## src/rtl/wb_gpio_btn.sv

```systemverilog
// wb_gpio_btn: Wishbone classic slave for LED[7:0], debounced SW[3:0]/BTN[2:0], sticky rising-edge capture and masked irq.
// Define WB_GPIO_LED_BLINK_EN to add per-LED blink enables in LED register bits [15:8].
module wb_gpio_btn #(
  parameter int DEBOUNCE_CYCLES = 500000,
  parameter int CNT_W = 24,
  parameter int BLINK_BIT = 23
) (
  input  logic        wb_clk_i,
  input  logic        wb_rst_i,
  input  logic [31:0] wb_adr_i,
  input  logic [31:0] wb_dat_i,
  output logic [31:0] wb_dat_o,
  input  logic [3:0]  wb_sel_i,
  input  logic        wb_cyc_i,
  input  logic        wb_stb_i,
  input  logic        wb_we_i,
  output logic        wb_ack_o,
  input  logic [3:0]  sw_i,
  input  logic [2:0]  btn_i,
  output logic [7:0]  led_o,
  output logic        irq_o
);
  logic [6:0] r_sync1, r_sync2, r_deb, r_edge, r_mask, w_deb_nxt, w_rise, w_w1c;
  logic [7:0] r_led, w_blink, w_led_nxt;
  logic [CNT_W-1:0] r_cnt [7];
  logic [CNT_W-1:0] w_cnt_nxt [7];
  logic [31:0] w_rdat;
  logic [1:0] w_adr;
  logic w_req, w_wr0, w_unused;
  assign w_adr = wb_adr_i[3:2];
  assign w_req = wb_cyc_i & wb_stb_i & ~wb_ack_o;
  assign w_wr0 = w_req & wb_we_i & wb_sel_i[0];
  assign w_w1c = (w_wr0 && w_adr == 2'd2) ? wb_dat_i[6:0] : 7'd0;
  // A counter that reaches its limit while the input still disagrees commits the new level and restarts.
  always_comb begin
    for (int k = 0; k < 7; k++) begin
      w_deb_nxt[k] = (r_sync2[k] != r_deb[k] && r_cnt[k] == CNT_W'(DEBOUNCE_CYCLES - 1)) ? r_sync2[k] : r_deb[k];
      w_cnt_nxt[k] = (r_sync2[k] == r_deb[k] || r_cnt[k] == CNT_W'(DEBOUNCE_CYCLES - 1)) ? '0 : r_cnt[k] + CNT_W'(1);
    end
  end
  assign w_rise = w_deb_nxt & ~r_deb;
  assign w_rdat = w_adr == 2'd0 ? {16'd0, w_blink, r_led} :
                  w_adr == 2'd1 ? {25'd0, r_deb} :
                  w_adr == 2'd2 ? {25'd0, r_edge} : {25'd0, r_mask};
`ifdef WB_GPIO_LED_BLINK_EN
  logic [7:0] r_blink;
  logic [CNT_W-1:0] r_free;
  always_ff @(posedge wb_clk_i or negedge wb_rst_i) begin
    if (!wb_rst_i) begin
      r_blink <= '0;
      r_free <= '0;
    end else begin
      r_free <= r_free + CNT_W'(1);
      if (w_req && wb_we_i && wb_sel_i[1] && w_adr == 2'd0) r_blink <= wb_dat_i[15:8];
    end
  end
  assign w_blink = r_blink;
  assign w_led_nxt = r_led & (~r_blink | {8{r_free[BLINK_BIT]}});
  assign w_unused = ^{wb_adr_i[31:4], wb_adr_i[1:0], wb_dat_i[31:16], wb_sel_i[3:2]};
`else
  assign w_blink = 8'd0;
  assign w_led_nxt = r_led;
  assign w_unused = ^{wb_adr_i[31:4], wb_adr_i[1:0], wb_dat_i[31:8], wb_sel_i[3:1], BLINK_BIT[0]};
`endif
  // Set beats W1C on the same edge; read data is the pre-update register value.
  always_ff @(posedge wb_clk_i or negedge wb_rst_i) begin
    if (!wb_rst_i) begin
      r_sync1 <= '0;
      r_sync2 <= '0;
      r_deb <= '0;
      r_edge <= '0;
      r_mask <= '0;
      r_led <= '0;
      for (int k = 0; k < 7; k++) r_cnt[k] <= '0;
      wb_ack_o <= 1'b0;
      wb_dat_o <= '0;
      led_o <= '0;
      irq_o <= 1'b0;
    end else begin
      r_sync1 <= {btn_i, sw_i};
      r_sync2 <= r_sync1;
      r_deb <= w_deb_nxt;
      for (int k = 0; k < 7; k++) r_cnt[k] <= w_cnt_nxt[k];
      r_edge <= (r_edge & ~w_w1c) | w_rise;
      irq_o <= |(r_edge & r_mask);
      led_o <= w_led_nxt;
      wb_ack_o <= w_req;
      if (w_req) wb_dat_o <= w_rdat;
      if (w_wr0 && w_adr == 2'd0) r_led <= wb_dat_i[7:0];
      if (w_wr0 && w_adr == 2'd3) r_mask <= wb_dat_i[6:0];
    end
  end
endmodule

```

## config.mk

```make
export PLATFORM = sky130hd
export DESIGN_NAME = wb_gpio_btn
export DESIGN_NICKNAME = d
export VERILOG_FILES = /design/src/rtl/wb_gpio_btn.sv
export SDC_FILE = /design/constraint.sdc
export NUM_CORES = 1
export LEC_CHECK = 0
export CAP_MARGIN = 15
export CORE_MARGIN = 8
export CORE_UTILIZATION = 35
export DETAILED_ROUTE_END_ITERATION = 10
export DONT_BUFFER_PORTS = 1
export PLACE_DENSITY = 0.57
export SYNTH_ARGS = -nofsm -noshare
export SYNTH_HDL_FRONTEND = slang
export SYNTH_SLANG_ARGS = --single-unit
```

## constraint.sdc

```tcl
create_clock -name wb_clk_i -period 2 [get_ports wb_clk_i]
set_input_delay 0.1 -clock wb_clk_i [delete_from_list [all_inputs] [get_ports wb_clk_i]]
set_output_delay 0.1 -clock wb_clk_i [all_outputs]
set_load 0.02 [all_outputs]
```

# [Word level (Yosys, flattened, before mapping)]
# Cells that the tools add are included.
[word_totals] reg_bits=253 input_bits=80 out_inout_bits=42 wordCells=96
[classes] addsub=7 eq_ne=24 mux=18 bitwise=11 reduce_logical=19
[ops] cell="24-bit by 1-bit adder with 24-bit output, second input constant" count=7
[ops] cell="24-bit by 19-bit equality test with 1-bit output, second input constant" count=7
[ops] cell="24-bit two-way mux" count=7
[ops] cell="7-bit AND" count=3
[ops] cell="7-bit two-way mux" count=3
[ops] cell="7-bit NOT" count=2
[ops] cell="1-bit logical AND" count=10
[ops] cell="8-bit two-way mux" count=1
[ops] cell="1-bit equality test" count=7
[ops] cell="1-bit logical OR" count=7
[ops] cell="1-bit two-way mux" count=7
[ops] cell="1-bit != test" count=7
[ops] cell="7-bit OR" count=1
[ops] cell="7-bit OR reduction" count=1
[ops] cell="1-bit AND" count=4
[ops] cell="2-bit equality test, second input constant" count=2
[ops] cell="2-bit by 1-bit equality test with 1-bit output, second input constant" count=1
[ops] cell="2-bit zero test" count=1
[ops] cell="1-bit NOT" count=1

# [Longest topological paths before layout]
# Gate-level depths: netlist of the first run.
[depth] depth_word=9 mapped_depth=7

# [Worst setup path after synthesis of the first run]
# Ideal clock, no wire load.
[synth_path] kind="register to register" from="reg r_cnt[96] in the netlist's numbering" to="reg r_cnt[114] in the netlist's numbering" t_arrival_ns=1.920 required_ns=1.905 setup_slack_ns=-0.016 stages_incl_launch_ff=7 n_path_buf=1 synth_period_minus_slack_ns=2.016 path_cell_list="dfrtp_1 -> ha_1 -> nand4_1 -> or4_1 -> clkbuf_1 -> or4b_1 -> o31ai_1"
[synth_lines] item="from (decl)" line="25" source="logic [CNT_W-1:0] r_cnt [7];"

==> results.py, run 1 <==
metrics = {
    "critical_path": {
        "reg2reg_slack_ns": 0.12,
        "crit_type": "flop to flop",
        "cp.required_ns": 2.43,
        "startpoint_type": "flop",
        "cp_max_fo": 8,
        "r2r.worst_path.cells": 5,
        "critPathCaptureType": "flop",
        "cp.arrival_ns": 2.31,
    },
    "sta": {
        "max-slew-margin-rel_pct": 49.43,
        "finalSetupViolCount": 0,
        "fin_tns_setup_ns": 0,
        "timing.fmax_mhz": 530.9,
        "finalHoldViolations": 229,
        "holdWs_ns": -0.7418,
        "fin_crit_sh_pct": 94.17,
        "final.min_clock_period_ns": 1.883,
        "clock_skew_ns": 0.01404,
        "worst_pin_slew_ns": 0.7560,
        "slew_violations": 0,
        "rsz0062_at_grt": "false",
    },
    "cts": {
        "clock_latency_ns": 0.53,
        "htreeDepth": 1,
        "root_buffer": "clkbuf_16",
        "path_clk_slew_ns": 0.06,
        "holdBufCountCts": 22,
        "cts_max_path_buffers": 3,
        "post_cts_buffers": 0,
        "cts_tree": "yes",
        "cts_buffers": 27,
        "cts_sinks": 229,
    },
    "placement": {
        "io_buffers": 0,
        "place_hpwl_mm": 16.58,
        "globalplace.congestion": 0.8038,
    },
    "synthesis": {
        "synth_area_per_cell_um2": 10.21,
        "synth_flop_cell": "dfrtp_1",
        "syn_inst": 1091,
        "async_flop_share_pct": 100.0,
        "synth_edf_count": 0,
        "synth-seq-cells": 229,
        "syn-cell-area_um2": 11140,
        "ys_seq_area_share_pct": 51.43,
        "synth.distinct_cells": 48,
        "yosys_warnings": 0,
    },
    "routing": {
        "wl_per_cell_um": 15.04,
        "routed_via_density": 5.249,
        "drt_iter0_markers": 517,
        "vias": 8440,
        "antenna_left": 0,
        "first_pass_iters": 4,
        "wl_mm": 24.19,
        "drc": 0,
    },
    "layout": {
        "drive_gt1_share_pct": 15.68,
        "syn2layout_area_growth_pct": 18.27,
        "nets": 1271,
    },
    "flow_run": {
        "maxCapViolations": 0,
    },
    "power": {
        "power.density_nw_per_um2": 770.1,
        "p_leak_uw": 0.005315,
        "ir_drop_mv": 0.6165,
        "p_clk_share_pct": 46.3,
        "p_sw_share_pct": 23.06,
        "p_int_uw": 7808,
        "p_sw_uw": 2341,
        "seqPwrFrac_pct": 49.6,
        "comb_power_share_pct": 4.1,
    },
    "floorplanning": {
        "die_h_um": 194.4,
        "ioPinCount": 122,
        "dieArea_um2": 37800,
        "die_x_um": 194.4,
        "rows": 65,
        "core_um2": 31470,
        "initial_core_util_pct": 35.40,
    },
    "run_status": {
        "violations": "hold timing",
        "status": "complete, but fails checks",
    },
    "global_route": {
        "overflow": 0,
        "grt_pass1_vias": 8222,
        "gr-usage-all-layers_pct": 12.72,
        "antenna_found_initial": 3,
        "grt_start_max_net_pins": 230,
        "grt_pass1_wl_mm": 41.50,
    },
    "hold_path": {
        "hold_class": "primary input to async pin",
    },
}
[registers in the layout (all words and copies together), names as in the netlist]
register / count
r_mask: 7
irq_o: 1
led_o: 8
r_deb: 7
r_sync2: 7
wb_dat_o: 8
r_led: 8
r_sync1: 7
wb_ack_o: 1
r_edge: 7
r_cnt: 168
[synth_stat cells (29+ instances only)]
cell / n / share of area [%]
nor2_1: 120 / 4.0
nand2_1: 65 / 2.2
inv_1: 31 / 1.0
a21oi_1: 57 / 2.6
dfrtp_1: 229 / 51
nor4_1: 30 / 1.7
nor3_1: 31 / 1.4
mux2_2: 29 / 2.9
nand4_1: 45 / 2.5
o31ai_1: 38 / 2.6
or4_1: 34 / 2.3
nand3_1: 68 / 3.1
xor2_1: 48 / 3.8
xnor2_1: 51 / 4.0
[per-stage QoR]
stage / std cells / utilization [%] / instance area [µm²] / power, µW / worst slack (ns)
final: 1608 / 41.87 / 13180 / 10150 / 0.1166
after global routing: 1608 / 41.87 / 13180 / 10580 / 0.003743
after CTS: 1607 / 41.71 / 13130 / 10320 / 0.03661
after detailed placement: 1535 / 38.29 / 12050 / 5488 / 0.03109
after global placement: 1535 / 38.29 / 12050 / 5473 / 0.03518
after floorplan: 1114 / - / 11230 / 5368 / 0.001144
[worst max-delay path: stages (launching register included)]
cell and delay [ns]:
dfrtp_1 0.35, ha_2 0.18, nand4_1 0.11, or4_4 0.60, or4b_1 0.48, o31ai_1 0.08
[cells in the final DEF, fill, tap and decap left out, types with 27 or more instances in the layout]
cell	instances
a21oi_1	57
buf_4	77
clkbuf_16	27
dfrtp_1	229
inv_1	31
mux2_2	29
nand2_1	64
nand3_1	68
nand4_1	45
nor2_1	120
nor3_1	29
nor4_1	29
o21ai_0	28
o31ai_1	33
or4_1	30
xnor2_1	51
xor2_1	48
[worst paths after layout]
kind / from / to
worst max-delay path: r_cnt[96] / r_cnt[114]
min in group wb_clk_i: wb_adr_i[3] / r_mask[4]
worst max register to register: r_cnt[96] / r_cnt[114]
worst min-delay path: wb_rst_i / r_cnt[34]
max in group asynchronous: wb_rst_i / wb_dat_o[7]
worst min register to register: r_sync1[6] / r_sync2[6]
[power by group through the flow]
| stage | registers (µW) | logic (µW) | clock network, µW |
|---|---|---|---|
| after floorplan | 5050 | 318 | 0 |
| after global placement | 5120 | 357 | 0 |
| after detailed placement | 5120 | 363 | 0 |
| after CTS | 5040 | 418 | 4860 |
| after global routing | 5060 | 461 | 5050 |
| final | 5040 | 415 | 4700 |
[timing repair]
| item | in CTS | in global routing |
|---|---|---|
| hold endpoints to repair | 267 | 229 |
| resized for setup | 0 | 12 |
| endpoints found under the setup margin | 0 | 24 |
[layout make-up]
type                            instances  area, µm²
Inverter                               31      116.4
Sequential cell                       229       5731
Multi-Input combinational cell        795       5151
Fill cell                            3008      18300
Clock inverter                         10      81.33
Tap cell                              402      503.0
Antenna cell                            1      2.502
Clock buffer                           40      774.5
Timing Repair Buffer                  100      818.3
[logic make-up after synthesis]
| group | share of synthesized area [%] |
|---|---|
| other | 0.03366 |
| AND/OR/NAND/NOR | 23.86 |
| AO/OA/AOI/OAI | 7.838 |
| buffers and inverters | 3.919 |
| XOR/XNOR | 7.782 |
| adder cells (fa/ha/maj) | 0.7860 |
| multiplexers | 4.346 |
| flip-flops | 51.43 |
[per-layer routing]
metal | GRT usage [%] | vias up | wire (µm) | part of all wire, %
met5 | 0 | - | 23 | 0.095
met4 | 4.158 | 4 | 583 | 2.4
met3 | 2.470 | 42 | 924 | 3.8
met2 | 20.12 | 105 | 11040 | 46
met1 | 17.31 | 4149 | 11620 | 48
li1 | - | 4140 | - | -
No activity file was read; power rests on OpenSTA's default activity.
==> run 2, diff against run 1 <==
--- a/config.mk
+++ b/config.mk
@@ -11,6 +11,7 @@
 export DETAILED_ROUTE_END_ITERATION = 10
 export DONT_BUFFER_PORTS = 1
 export PLACE_DENSITY = 0.57
+export REMOVE_ABC_BUFFERS = 1
 export SYNTH_ARGS = -nofsm -noshare
 export SYNTH_HDL_FRONTEND = slang
 export SYNTH_SLANG_ARGS = --single-unit
==> run 2 against run 1 <==
- the run still ends with hold timing left
- utilization is 0.072 points higher
- routed wire length grew 2.4%
- global-route usage increased by 0.23 points
- critical endpoint is now r_cnt[46]
- largest cell class unchanged
==> results.py, run 2 (same netlist as run 1, synthesis figures left out) <==
metrics = {
    "sta": {
        "slew_violations": 0,
        "final.min_clock_period_ns": 1.888,
        "fin_crit_sh_pct": 94.41,
        "timing.fmax_mhz": 529.6,
        "fin_tns_setup_ns": 0,
        "max-slew-margin-rel_pct": 45.23,
        "finalSetupViolCount": 0,
        "rsz0062_at_grt": "false",
        "finalHoldViolations": 230,
        "worst_pin_slew_ns": 0.8189,
        "holdWs_ns": -0.7225,
        "clock_skew_ns": 0.01287,
    },
    "floorplanning": {
        "dieArea_um2": 37800,
        "die_h_um": 194.4,
        "ioPinCount": 122,
        "initial_core_util_pct": 35.40,
        "die_x_um": 194.4,
        "rows": 65,
        "core_um2": 31470,
    },
    "global_route": {
        "grt_start_max_net_pins": 230,
        "grt_pass1_wl_mm": 42.17,
        "antenna_found_initial": 2,
        "grt_pass1_vias": 8294,
        "gr-usage-all-layers_pct": 12.96,
        "overflow": 0,
    },
    "routing": {
        "routed_via_density": 5.281,
        "antenna_left": 0,
        "vias": 8476,
        "drc": 0,
        "wl_mm": 24.78,
        "wl_per_cell_um": 15.44,
        "drt_iter0_markers": 476,
        "first_pass_iters": 4,
    },
    "layout": {
        "fin_util_pct": 41.94,
        "final_common_cell": "dfrtp_1",
        "largest_reg_flops": 168,
        "drive_gt1_share_pct": 15.79,
        "syn2layout_area_growth_pct": 18.47,
        "final_cell_mix": "dfrtp_1 (229), nor2_1 (120), buf_4 (79)",
        "antenna_cells": 0,
        "nets": 1272,
        "largest_register": "r_cnt",
    },
    "run_status": {
        "status": "complete, but fails checks",
        "violations": "hold timing",
    },
    "power": {
        "p_leak_uw": 0.005324,
        "power.density_nw_per_um2": 778.8,
        "seqPwrFrac_pct": 48.9,
        "ir_drop_mv": 0.5662,
        "comb_power_share_pct": 4.2,
        "p_clk_share_pct": 46.9,
        "p_sw_uw": 2325,
        "p_int_uw": 7955,
        "p_sw_share_pct": 22.62,
    },
    "cts": {
        "clock_latency_ns": 0.53,
        "htreeDepth": 1,
        "root_buffer": "clkbuf_16",
        "cts_tree": "yes",
        "cts_buffers": 27,
        "cts_max_path_buffers": 3,
        "path_clk_slew_ns": 0.06,
        "cts_sinks": 229,
    },
    "critical_path": {
        "cp.required_ns": 2.45,
        "cpPeakStageDelay_ns": 0.52,
        "cp_cell_sequence": "ha_1 -> nand4_2 -> or3_4 -> or4_1 -> a21oi_1",
        "crit_cells": 5,
        "r2r.worst_path.cells": 5,
        "critPathSlowestCell": "or4_1",
        "cp.arrival_ns": 2.34,
        "path_delay_family": "simple AND/OR/NAND/NOR gates",
        "cp_num_buf_inv": 0,
        "critPathCaptureType": "flop",
        "crit_type": "flop to flop",
        "reg2reg_slack_ns": 0.11,
        "startpoint_type": "flop",
        "cp_max_fo": 5,
    },
    "placement": {
        "globalplace.congestion": 0.7740,
        "io_buffers": 0,
        "place_hpwl_mm": 16.68,
    },
    "flow_run": {
        "maxCapViolations": 0,
    },
    "hold_path": {
        "hold_class": "primary input to async pin",
    },
}
==> run 2: cell type report <==
type	instances	area, µm²
Fill cell	3052	18270
Sequential cell	229	5731
Multi-Input combinational cell	795	5152
Timing Repair Buffer	101	823.3
Clock buffer	39	780.7
Tap cell	402	503.0
Inverter	31	116.4
Clock inverter	8	93.84
==> run 2: power by group through the flow <==
stage | Clock, µW | Combinational, µW | Sequential, µW
2_1_floorplan | 0 | 266 | 5050
3_5_place_dp | 0 | 376 | 5120
5_1_grt | 5160 | 476 | 5050
6_report | 4820 | 429 | 5030
3_3_place_gp | 0 | 370 | 5110
4_1_cts | 4970 | 427 | 5030
==> run 2: path summary, 6_finish.rpt <==
check                            from           to
setup / recovery            r_cnt[24]    r_cnt[46]
hold / removal               wb_rst_i   r_cnt[163]
setup reg to reg            r_cnt[24]    r_cnt[46]
hold reg to reg            r_sync1[3]   r_sync2[3]
max in group asynchronous    wb_rst_i    r_cnt[58]
min in group wb_clk_i        wb_cyc_i  wb_dat_o[7]
==> run 2: routing by layer <==
metal	up-vias	global-route usage [%]	wire, µm
li1	4125	-	-
met1	4158	17.41	11720
met2	148	20.87	11350
met3	41	2.626	1107
met4	4	3.791	582
met5	-	0	20
==> run 2: metrics by stage <==
stage / instances / total power [µW] / area (µm²) / setup WS (ns)
CTS: 1602 / 10430 / 13120 / 0.04678
floorplan: 1055 / 5316 / 10910 / -0.5090
finish: 1605 / 10280 / 13200 / 0.1118
detailed placement: 1536 / 5493 / 12060 / 0.03810
global route: 1605 / 10690 / 13200 / 0.01218
global placement: 1536 / 5481 / 12060 / 0.04877
==> run 2: repair_timing <==
item                                    4_1_cts  5_1_grt
hold buffers                                 19        2
endpoints found under the setup margin        0       33
gates resized for setup                       0       12
endpoints found under the hold margin       267      236
setup buffers                                 0        1
==> run 3, diff against run 2 <==
--- a/config.mk
+++ b/config.mk
@@ -11,6 +11,7 @@
 export DETAILED_ROUTE_END_ITERATION = 10
 export DONT_BUFFER_PORTS = 1
 export PLACE_DENSITY = 0.57
+export RECOVER_POWER = 100
 export REMOVE_ABC_BUFFERS = 1
 export SYNTH_ARGS = -nofsm -noshare
 export SYNTH_HDL_FRONTEND = slang
==> run 3 against run 2 <==
- fmax barely moved
- the flow still finishes with violations (hold timing)
- routed wire length fell by 0.17%
- largest power group unchanged
- sequential share of layout area rose by 0.21 points
- setup slack barely moved
- critical path type unchanged
- utilization fell by 0.20 points
- power barely moved
==> results.py, run 3 (same netlist as run 1, synthesis figures left out) <==
metrics = {
    "critical_path": {
        "startpoint_type": "flop",
        "cpPeakStageDelay_ns": 0.52,
        "r2r-start": "r_cnt[24]",
        "critPathCaptureType": "flop",
        "cp.required_ns": 2.45,
        "cp_max_fo": 5,
        "r2r.worst_path.cells": 5,
        "critPathSlowestCell": "or4_1",
        "timing.rr.end": "r_cnt[46]",
        "reg2reg_slack_ns": 0.11,
        "cp.arrival_ns": 2.34,
        "crit_type": "flop to flop",
        "cp_cell_sequence": "ha_1 -> nand4_2 -> or3_4 -> or4_1 -> a21oi_1",
    },
    "floorplanning": {
        "core_um2": 31470,
        "dieArea_um2": 37800,
        "die_x_um": 194.4,
        "die_h_um": 194.4,
        "initial_core_util_pct": 35.40,
        "ioPinCount": 122,
        "rows": 65,
    },
    "sta": {
        "clock_skew_ns": 0.01198,
        "final.min_clock_period_ns": 1.889,
        "rsz0062_at_grt": "false",
        "timing.fmax_mhz": 529.5,
        "worst_pin_slew_ns": 0.8029,
        "fin_ws_ns": 0.1113,
        "holdWs_ns": -0.7222,
        "max-slew-margin-rel_pct": 46.30,
        "fin_crit_sh_pct": 94.44,
        "finalSetupViolCount": 0,
        "fin_tns_setup_ns": 0,
        "slew_violations": 0,
        "finalHoldViolations": 229,
    },
    "layout": {
        "largest_register": "r_cnt",
        "final_area_um2": 13140,
        "largest_reg_flops": 168,
        "final_cell_mix": "dfrtp_1 (229), nor2_1 (120), nand3_1 (67)",
        "drive_gt1_share_pct": 15.05,
        "syn2layout_area_growth_pct": 17.91,
        "antenna_cells": 0,
        "final_common_cell": "dfrtp_1",
        "nets": 1272,
    },
    "global_route": {
        "antenna_found_initial": 2,
        "overflow": 0,
        "gr-usage-all-layers_pct": 12.96,
        "grt_pass1_vias": 8294,
        "grt_pass1_wl_mm": 42.17,
        "grt_start_max_net_pins": 230,
    },
    "cts": {
        "cts_buffers": 27,
        "cts_tree": "yes",
        "root_buffer": "clkbuf_16",
        "clock_latency_ns": 0.53,
        "path_clk_slew_ns": 0.06,
        "cts_sinks": 229,
        "htreeDepth": 1,
        "cts_max_path_buffers": 3,
    },
    "placement": {
        "placed_area_um2": 12060,
        "io_buffers": 0,
        "globalplace.congestion": 0.7740,
        "dpl_worst_slack_ns": 0.03810,
        "place_hpwl_mm": 16.68,
    },
    "flow_run": {
        "maxCapViolations": 0,
    },
    "power": {
        "p_leak_uw": 0.005291,
        "power.density_nw_per_um2": 782.1,
        "ir_drop_mv": 0.5693,
    },
    "routing": {
        "wl_per_cell_um": 15.41,
        "drc": 0,
        "first_pass_iters": 4,
        "antenna_left": 0,
        "routed_via_density": 5.246,
        "vias": 8420,
        "wl_mm": 24.74,
        "drt_iter0_markers": 499,
    },
    "run_status": {
        "violations": "hold timing",
        "status": "complete, but fails checks",
    },
    "hold_path": {
        "hold_class": "primary input to async pin",
    },
}
[run 3: cell count changes in the layout (fill, tap and decap cells not counted), moves of 3 or more]
cell      previous run  this run
buf_4               79        60
clkbuf_1             6        12
clkbuf_2             0        10
clkbuf_4             0         3
o31ai_1             33        36
o31ai_2              6         3
[run 3: stage by stage]
step	total power, µW	instances	utilization [%]
after floorplan	5316	1055	-
after global placement	5481	1536	38.31
after detailed placement	5493	1536	38.31
after CTS	10430	1602	41.69
after global routing	10680	1605	41.74
final	10280	1605	41.74
[run 3: worst max-delay path: cells and delay by family, from the launching register on]
family / cells / cell delay, ns
compound gates: 1 / 0.16
fa+ha+maj: 1 / 0.20
flops: 1 / 0.39
simple gates: 3 / 1.08
[run 3: where the power goes]
group / leakage, µW / internal, µW / switching [µW]
clock network: 0.000435 / 2940 / 1880
logic: 0.00174 / 201 / 220
registers: 0.00312 / 4800 / 224
total: 0.00529 / 7950 / 2330
[run 3: how the worst max path moves through the flow]
stage | from | to | cells past startpoint
after detailed placement | r_cnt[24] | r_cnt[46] | 5
final | r_cnt[24] | r_cnt[46] | 5
after global placement | wb_ack_o | r_mask[1] | 5
after global routing | wb_ack_o | r_led[7] | 5
after floorplan | r_cnt[36] | r_cnt[26] | 4
after CTS | r_cnt[96] | r_cnt[114] | 5
[run 3: final cells by class]
cell class | count | area, µm²
Sequential cell | 229 | 5731
Tap cell | 402 | 503.0
Multi-Input combinational cell | 795 | 5137
Timing Repair Buffer | 101 | 775.7
Inverter | 31 | 116.4
Fill cell | 3069 | 18340
Clock inverter | 8 | 93.84
Clock buffer | 39 | 780.7
[run 3: timing repair]
action                                  CTS  global route
gates resized for setup                   0            12
hold endpoints to repair                267           236
hold buffers                             19             2
endpoints found under the setup margin    0            33
setup buffers                             0             1
[run 3: routing by layer]
layer,wire [µm],track usage (%),vias up
li1,-,-,4126
met1,11800,17.41,4134
met2,11260,20.87,115
met3,1082,2.626,41
met4,582,3.791,4
met5,20,0,-
